## config.mk

```make
export PLATFORM = sky130hd
export DESIGN_NAME = serial_frame_receiver
export DESIGN_NICKNAME = d
export VERILOG_FILES = /design/src/rtl/serial_frame_receiver.sv
export SDC_FILE = /design/constraint.sdc
export NUM_CORES = 1
export LEC_CHECK = 0
export ABC_CLOCK_PERIOD_IN_PS = 1800
export CAP_MARGIN = 25
export CORE_MARGIN = 10
export CORE_UTILIZATION = 53
export CTS_CLUSTER_DIAMETER = 200
export DETAILED_ROUTE_END_ITERATION = 8
export PLACE_DENSITY_LB_ADDON = 0.15
export SLEW_MARGIN = 20
export SYNTH_ARGS = -nofsm -noshare
export SYNTH_HDL_FRONTEND = slang
export SYNTH_SLANG_ARGS = --single-unit
```

## constraint.sdc

```tcl
create_clock -name clk -period 1.8 [get_ports clk]
set_input_delay 0.18 -clock clk [delete_from_list [all_inputs] [get_ports clk]]
set_output_delay 0.18 -clock clk [all_outputs]
set_load 0.01 [all_outputs]
```

## src/rtl/serial_frame_receiver.sv

```systemverilog
// serial_frame_receiver
//   Hunts the incoming serial stream for SYNC_WORD, then deserializes the
//   next DATA_W bits (MSB first) into a word offered on a valid/ready
//   handshake. A completed word that finds the holding register full is
//   dropped and reported on overrun.
//   Optional feature macro: SFR_PARITY_EN adds one even-parity bit after
//   the payload; a bad frame pulses perr and is discarded.
module serial_frame_receiver #(
    parameter int                DATA_W    = 8,
    parameter int                SYNC_W    = 4,
    parameter logic [SYNC_W-1:0] SYNC_WORD = 4'b1101
) (
    input  logic              clk,
    input  logic              rst,
    input  logic              sIn,
    input  logic              ready,
    output logic [DATA_W-1:0] dout,
    output logic              valid,
    output logic              busy,
    output logic              overrun,
    output logic              perr
);

    localparam int FW = $clog2(SYNC_W + 1);
    localparam int BW = $clog2(DATA_W);
    localparam logic [FW-1:0] FILL_FULL = FW'(SYNC_W);
    localparam logic [FW-1:0] FILL_ONE  = FW'(1);
    localparam logic [BW-1:0] BIT_LAST  = BW'(DATA_W - 1);
    localparam logic [BW-1:0] BIT_ONE   = BW'(1);

`ifdef SFR_PARITY_EN
    typedef enum logic [1:0] {ST_HUNT = 2'd0, ST_DATA = 2'd1, ST_PARITY = 2'd2} state_t;

    // Even parity holds when payload and parity bit XOR to zero.
    function automatic logic parity_ok(input logic [DATA_W-1:0] word, input logic pbit);
        return ~((^word) ^ pbit);
    endfunction
`else
    typedef enum logic [0:0] {ST_HUNT = 1'b0, ST_DATA = 1'b1} state_t;
`endif

    state_t            r_state, w_state_nxt;
    logic [SYNC_W-1:0] r_win, w_win_nxt;
    logic [FW-1:0]     r_fill, w_fill_nxt;
    logic [BW-1:0]     r_bitcnt, w_bitcnt_nxt;
    logic [DATA_W-1:0] r_shift, w_shift_nxt;
    logic [DATA_W-1:0] r_dout, w_dout_nxt;
    logic              r_valid, w_valid_nxt;
    logic              r_busy, w_busy_nxt;
    logic              r_overrun, w_overrun_nxt;
    logic              r_perr, w_perr_nxt;
    logic              w_commit;
    logic [DATA_W-1:0] w_word;

    // Next-state, datapath and output decode; all defaults hold current values.
    always_comb begin
        w_state_nxt   = r_state;
        w_win_nxt     = r_win;
        w_fill_nxt    = r_fill;
        w_bitcnt_nxt  = r_bitcnt;
        w_shift_nxt   = r_shift;
        w_commit      = 1'b0;
        w_word        = r_shift;
        w_perr_nxt    = 1'b0;
        w_overrun_nxt = 1'b0;
        w_dout_nxt    = r_dout;
        // A consumed word leaves unless a commit below refills it.
        w_valid_nxt   = r_valid & ~ready;

        case (r_state)
            ST_HUNT: begin
                w_win_nxt = {r_win[SYNC_W-2:0], sIn};
                if (r_fill == FILL_FULL) begin
                    w_fill_nxt = r_fill;
                end else begin
                    w_fill_nxt = r_fill + FILL_ONE;
                end
                // Only a window made entirely of fresh bits may match.
                if ((w_win_nxt == SYNC_WORD) && (w_fill_nxt == FILL_FULL)) begin
                    w_state_nxt  = ST_DATA;
                    w_bitcnt_nxt = {BW{1'b0}};
                end else begin
                    w_state_nxt  = ST_HUNT;
                end
            end
            ST_DATA: begin
                w_shift_nxt = {r_shift[DATA_W-2:0], sIn};
                if (r_bitcnt == BIT_LAST) begin
                    w_bitcnt_nxt = {BW{1'b0}};
`ifdef SFR_PARITY_EN
                    w_state_nxt  = ST_PARITY;
`else
                    w_commit     = 1'b1;
                    w_word       = w_shift_nxt;
                    w_state_nxt  = ST_HUNT;
                    w_win_nxt    = {SYNC_W{1'b0}};
                    w_fill_nxt   = {FW{1'b0}};
`endif
                end else begin
                    w_bitcnt_nxt = r_bitcnt + BIT_ONE;
                end
            end
`ifdef SFR_PARITY_EN
            ST_PARITY: begin
                if (parity_ok(r_shift, sIn)) begin
                    w_commit   = 1'b1;
                    w_word     = r_shift;
                end else begin
                    w_perr_nxt = 1'b1;
                end
                w_state_nxt = ST_HUNT;
                w_win_nxt   = {SYNC_W{1'b0}};
                w_fill_nxt  = {FW{1'b0}};
            end
`endif
            default: begin
                w_state_nxt = ST_HUNT;
                w_win_nxt   = {SYNC_W{1'b0}};
                w_fill_nxt  = {FW{1'b0}};
            end
        endcase

        // Load the holding register if it is empty or being drained now.
        if (w_commit) begin
            if (!r_valid || ready) begin
                w_dout_nxt  = w_word;
                w_valid_nxt = 1'b1;
            end else begin
                w_overrun_nxt = 1'b1;
            end
        end else begin
            w_overrun_nxt = 1'b0;
        end

        w_busy_nxt = (w_state_nxt != ST_HUNT);
    end

    // FSM state register.
    always_ff @(posedge clk or posedge rst) begin
        if (rst) begin
            r_state <= ST_HUNT;
        end else begin
            r_state <= w_state_nxt;
        end
    end

    // Datapath, counters and registered outputs.
    always_ff @(posedge clk or posedge rst) begin
        if (rst) begin
            r_win     <= {SYNC_W{1'b0}};
            r_fill    <= {FW{1'b0}};
            r_bitcnt  <= {BW{1'b0}};
            r_shift   <= {DATA_W{1'b0}};
            r_dout    <= {DATA_W{1'b0}};
            r_valid   <= 1'b0;
            r_busy    <= 1'b0;
            r_overrun <= 1'b0;
            r_perr    <= 1'b0;
        end else begin
            r_win     <= w_win_nxt;
            r_fill    <= w_fill_nxt;
            r_bitcnt  <= w_bitcnt_nxt;
            r_shift   <= w_shift_nxt;
            r_dout    <= w_dout_nxt;
            r_valid   <= w_valid_nxt;
            r_busy    <= w_busy_nxt;
            r_overrun <= w_overrun_nxt;
            r_perr    <= w_perr_nxt;
        end
    end

    assign dout    = r_dout;
    assign valid   = r_valid;
    assign busy    = r_busy;
    assign overrun = r_overrun;
`ifdef SFR_PARITY_EN
    assign perr    = r_perr;
`else
    assign perr    = 1'b0;
`endif

endmodule

```

==> results.md, run 1 <==
Yosys:
- For this run, asynchronously set or reset flops after synthesis account for 100.0%.
- The Yosys step of the flow raised 0 warnings.
- After synthesis, flip-flops and latches occupy between 50% and 60% of the total area.
- The most common cell in the synthesized netlist is dfrtp_1.
- Of all cell types, the one taking the most synthesized area is dfrtp_1.
- The synthesized design devotes to its leading area cell type 56.07% of total area.
- In the synthesized netlist, the cells that appear most often are dfrtp_1 (27), mux2_4 (8), nand2_1 (8).
- The synthesized design contains 27 register bits.
- In this run the cell area of the synthesized design comes to 1205 um^2.
- After synthesis, the cell types taking the most area are dfrtp_1 (56%), mux2_4 (10%), mux2_2 (6.5%), ha_1 (4.2%), mux2i_1 (2.5%).
- For this run, the leading register cell type out of synthesis is dfrtp_1.
- The cell count after synthesis came out at 92.
- The post-synth net total is 100.
- The post-synthesis cell type count is 25.
- The mean instance size in the synthesized netlist is 13.10 um^2.
- The count of flip-flops with a built-in enable after synthesis is 0.

Drt:
- After detailed routing, the number of remaining DRC violations is 0.
- After detailed routing, the average wire length per cell comes to 13.93 um.
- Dividing the detail-routed via count by the number of cells gives 5.124.
- The first detailed-routing pass ran for 2 iterations.
- For this block, the via count after detailed routing is 702.
- For this block, the routed nets add up to 1908 um of wire.
- The count of nets left with antenna violations once routing finished came out at 0.
- For this block, the initial DRC count from the detailed router was 10.

Clock network:
- After clock tree synthesis, the clock-pin slew on the worst setup and hold paths is between 0.1 and 0.15 ns.
- The clock passes through at most 2 buffers.
- CTS saw 27 sinks.
- The count of hold buffers inserted by post-cts repair is 0.
- The later pin in the worst-skew pair is clocked with a latency of ~0.31 ns.
- The clock root buffer is clkbuf_4.
- CTS built an H-tree with a depth of 1.
- Post-CTS repair changed the size of 0 cells.
- The number of buffers created by CTS is 3.
- The TritonCTS clock tree is done.
- The number of setup buffers added after CTS is 0.

Timing:
- The max-slew violation count is 0.
- The final period demand of the worst path is 1.641 ns.
- The final count of negative-setup-slack endpoints is 0.
- The final hold violation count is 0.
- Setup repair after global routing left no endpoint under its margin.
- On the final layout, the worst hold slack is 0.2190 ns.
- Adding up every negative setup slack in the final design gives 0 ns.
- The post-layout worst setup margin is 0.1590 ns.
- After layout, the worst path uses between 90% and 100% of the clock period.
- Timing would allow up to 0.6094 GHz.
- For the final database, setup skew stands at 0.007231 ns.

Worst setup path:
- The data arrival at the endpoint of the critical path is approximately 1.5 ns.
- The required time of the critical path is roughly 1.6 ns.
- The worst setup path is captured at an output port.
- The startpoint class of the critical path is a flip-flop.
- Of all nets on the critical path, the largest fanout is 8.
- The type of the worst setup path is reg -> out.
- Counting cells, the worst reg-to-reg path comes to 5.

Floorplan:
- In this run the vertical extent of the chip is slightly below 70 um.
- From left edge to right edge, the die measures roughly 68 um.
- The floorplan step defined a die boundary enclosing 4581 um^2.
- Pin placement for this block handled 16 I/O pins.
- The site row count is 17.
- The core outline area is 2191 um^2.
- The initial utilization of the core area, before any placement, comes to 55.00%.

Finish:
- 0 antenna diodes ended up in the layout.
- The share of the core filled with cells is 63.51%.
- The net count of the finished layout is 118.
- After the flow finishes, the layout carries non-filler instances totaling roughly 140.
- In the final layout, the share of cells above drive strength 1 is 22.02%.
- The synthesis-to-layout area growth is 15.47%.
- The number of fillers in the final layout is ~180.
- The post-route cell area is 1391 um^2.

Placement:
- The count of port buffers added during placement is 14.
- The routability-driven placement congestion ratio is 0.7654.
- The post-place setup slack is ~0.22 ns.
- The placed standard-cell area is 1365 um^2.
- The instance count after placement with tap cells included is about 130.
- Summed over all nets, the half-perimeter wirelength after detailed placement is approximately 1400 um.

Hold path:
- The min-delay analysis places its worst path in the category in -> async.

Pwr:
- Total power for the finished layout comes to 1.921 mW.
- The power density normalized to cell area is 1380 nW/um^2.
- IR analysis of the VDD net gives a maximum drop of 0.0007179 V.
- In this run the static leakage power is 0.6699 nW.

Global route:
- Summed over all layers, the global routing overflow is 0.
- Global routing used 9.408% of the available tracks.
- The global-route wire length before repair is 3387 um.
- The via count of the first global-routing pass is 739.
- The largest net degree at the start of global routing is 28.
- The number of antenna violations at the first check in global routing is 0.

Flow run:
- The number of max-cap violations is 0.

Outcome:
- The flow ran to the end, and the final reports show no timing, DRC or antenna violations.
==> cell usage in the layout (no fill, tap or decap) <==
| master | n |
|---|---|
| a21o_1 | 1 |
| a21oi_1 | 3 |
| and2b_1 | 1 |
| and4b_1 | 1 |
| buf_4 | 4 |
| clkbuf_1 | 1 |
| clkbuf_4 | 3 |
| clkdlybuf4s50_1 | 14 |
| conb_1 | 1 |
| dfrtp_1 | 27 |
| ha_1 | 4 |
| inv_1 | 7 |
| mux2_2 | 7 |
| mux2_4 | 8 |
| mux2i_1 | 3 |
| nand2_1 | 8 |
| nand2_2 | 1 |
| nand2b_1 | 1 |
| nand3b_1 | 1 |
| nor2_1 | 3 |
| nor2b_4 | 1 |
| o2111a_1 | 1 |
| o21ai_0 | 3 |
| o22ai_1 | 4 |
| xnor2_1 | 1 |
==> state kept, by name, indices dropped and copies added (netlist names) <==
register  flops
r_bitcnt      3
r_win         3
r_fill        3
r_shift       7
dout          8
busy          1
valid         1
overrun       1
==> power by group <==
group,internal (mW),total [mW],switching [mW]
clock network,0.0864,0.252,0.165
registers,0.805,0.948,0.143
logic,0.401,0.721,0.320
total,1.29,1.92,0.628
==> cell families after synthesis <==
logic type,after synthesis,synth area share [%]
other,1,0.3112
adder cells (fa/ha/maj),4,4.154
AO/OA/AOI/OAI,12,6.126
buffers and inverters,12,5.918
AND/OR/NAND/NOR,17,7.685
multiplexers,18,19.00
XOR/XNOR,1,0.7270
flip-flops,27,56.07
==> final cells by class <==
| class | count | area (um^2) | share of cell area [%] |
|---|---|---|---|
| flip-flops and latches | 27 | 675.6 | 48.56 |
| multi-input cells | 53 | 457.9 | 32.91 |
| clock buffers | 4 | 26.28 | 1.888 |
| repair buffers | 18 | 170.2 | 12.23 |
| well taps | 28 | 35.03 | 2.518 |
| inverters | 7 | 26.28 | 1.888 |
==> final timing paths <==
kind	startpoint	endpoint	slack, ns
max	busy$_DFF_PP0_	busy	0.16
min	rst	r_shift[2]$_DFFE_PP0P_	0.22
max reg2reg	r_bitcnt[0]$_DFFE_PP0P_	dout[7]$_DFFE_PP0P_	0.23
min reg2reg	r_win[2]$_DFFE_PP0P_	r_win[2]$_DFFE_PP0P_	0.51
max in group asynchronous	rst	r_fill[0]$_DFFE_PP0P_	1.33
min in group clk	sIn	r_win[0]$_DFFE_PP0P_	0.50
==> worst max-delay path: stages, from the launching register on <==
cell and delay, ns:
dfrtp_1 0.42, buf_4 0.19, clkdlybuf4s50_1 0.55
==> per-layer routing <==
| metal | wire (um) | global-route usage, % |
|---|---|---|
| met1 | 847 | 11.47 |
| met2 | 944 | 15.49 |
| met3 | 116 | 2.479 |
| met4 | 0 | 3.590 |
| met5 | 0 | 0 |
No activity file was read; power rests on OpenSTA's default activity.
==> run 2, diff against run 1 <==
--- a/config.mk
+++ b/config.mk
@@ -12,6 +12,7 @@
 export CTS_CLUSTER_DIAMETER = 200
 export DETAILED_ROUTE_END_ITERATION = 8
 export PLACE_DENSITY_LB_ADDON = 0.15
+export SKIP_LAST_GASP = 1
 export SLEW_MARGIN = 20
 export SYNTH_ARGS = -nofsm -noshare
 export SYNTH_HDL_FRONTEND = slang
==> results of run 2 <==
Final layout, timing and power as in run 1 (identical DEF).
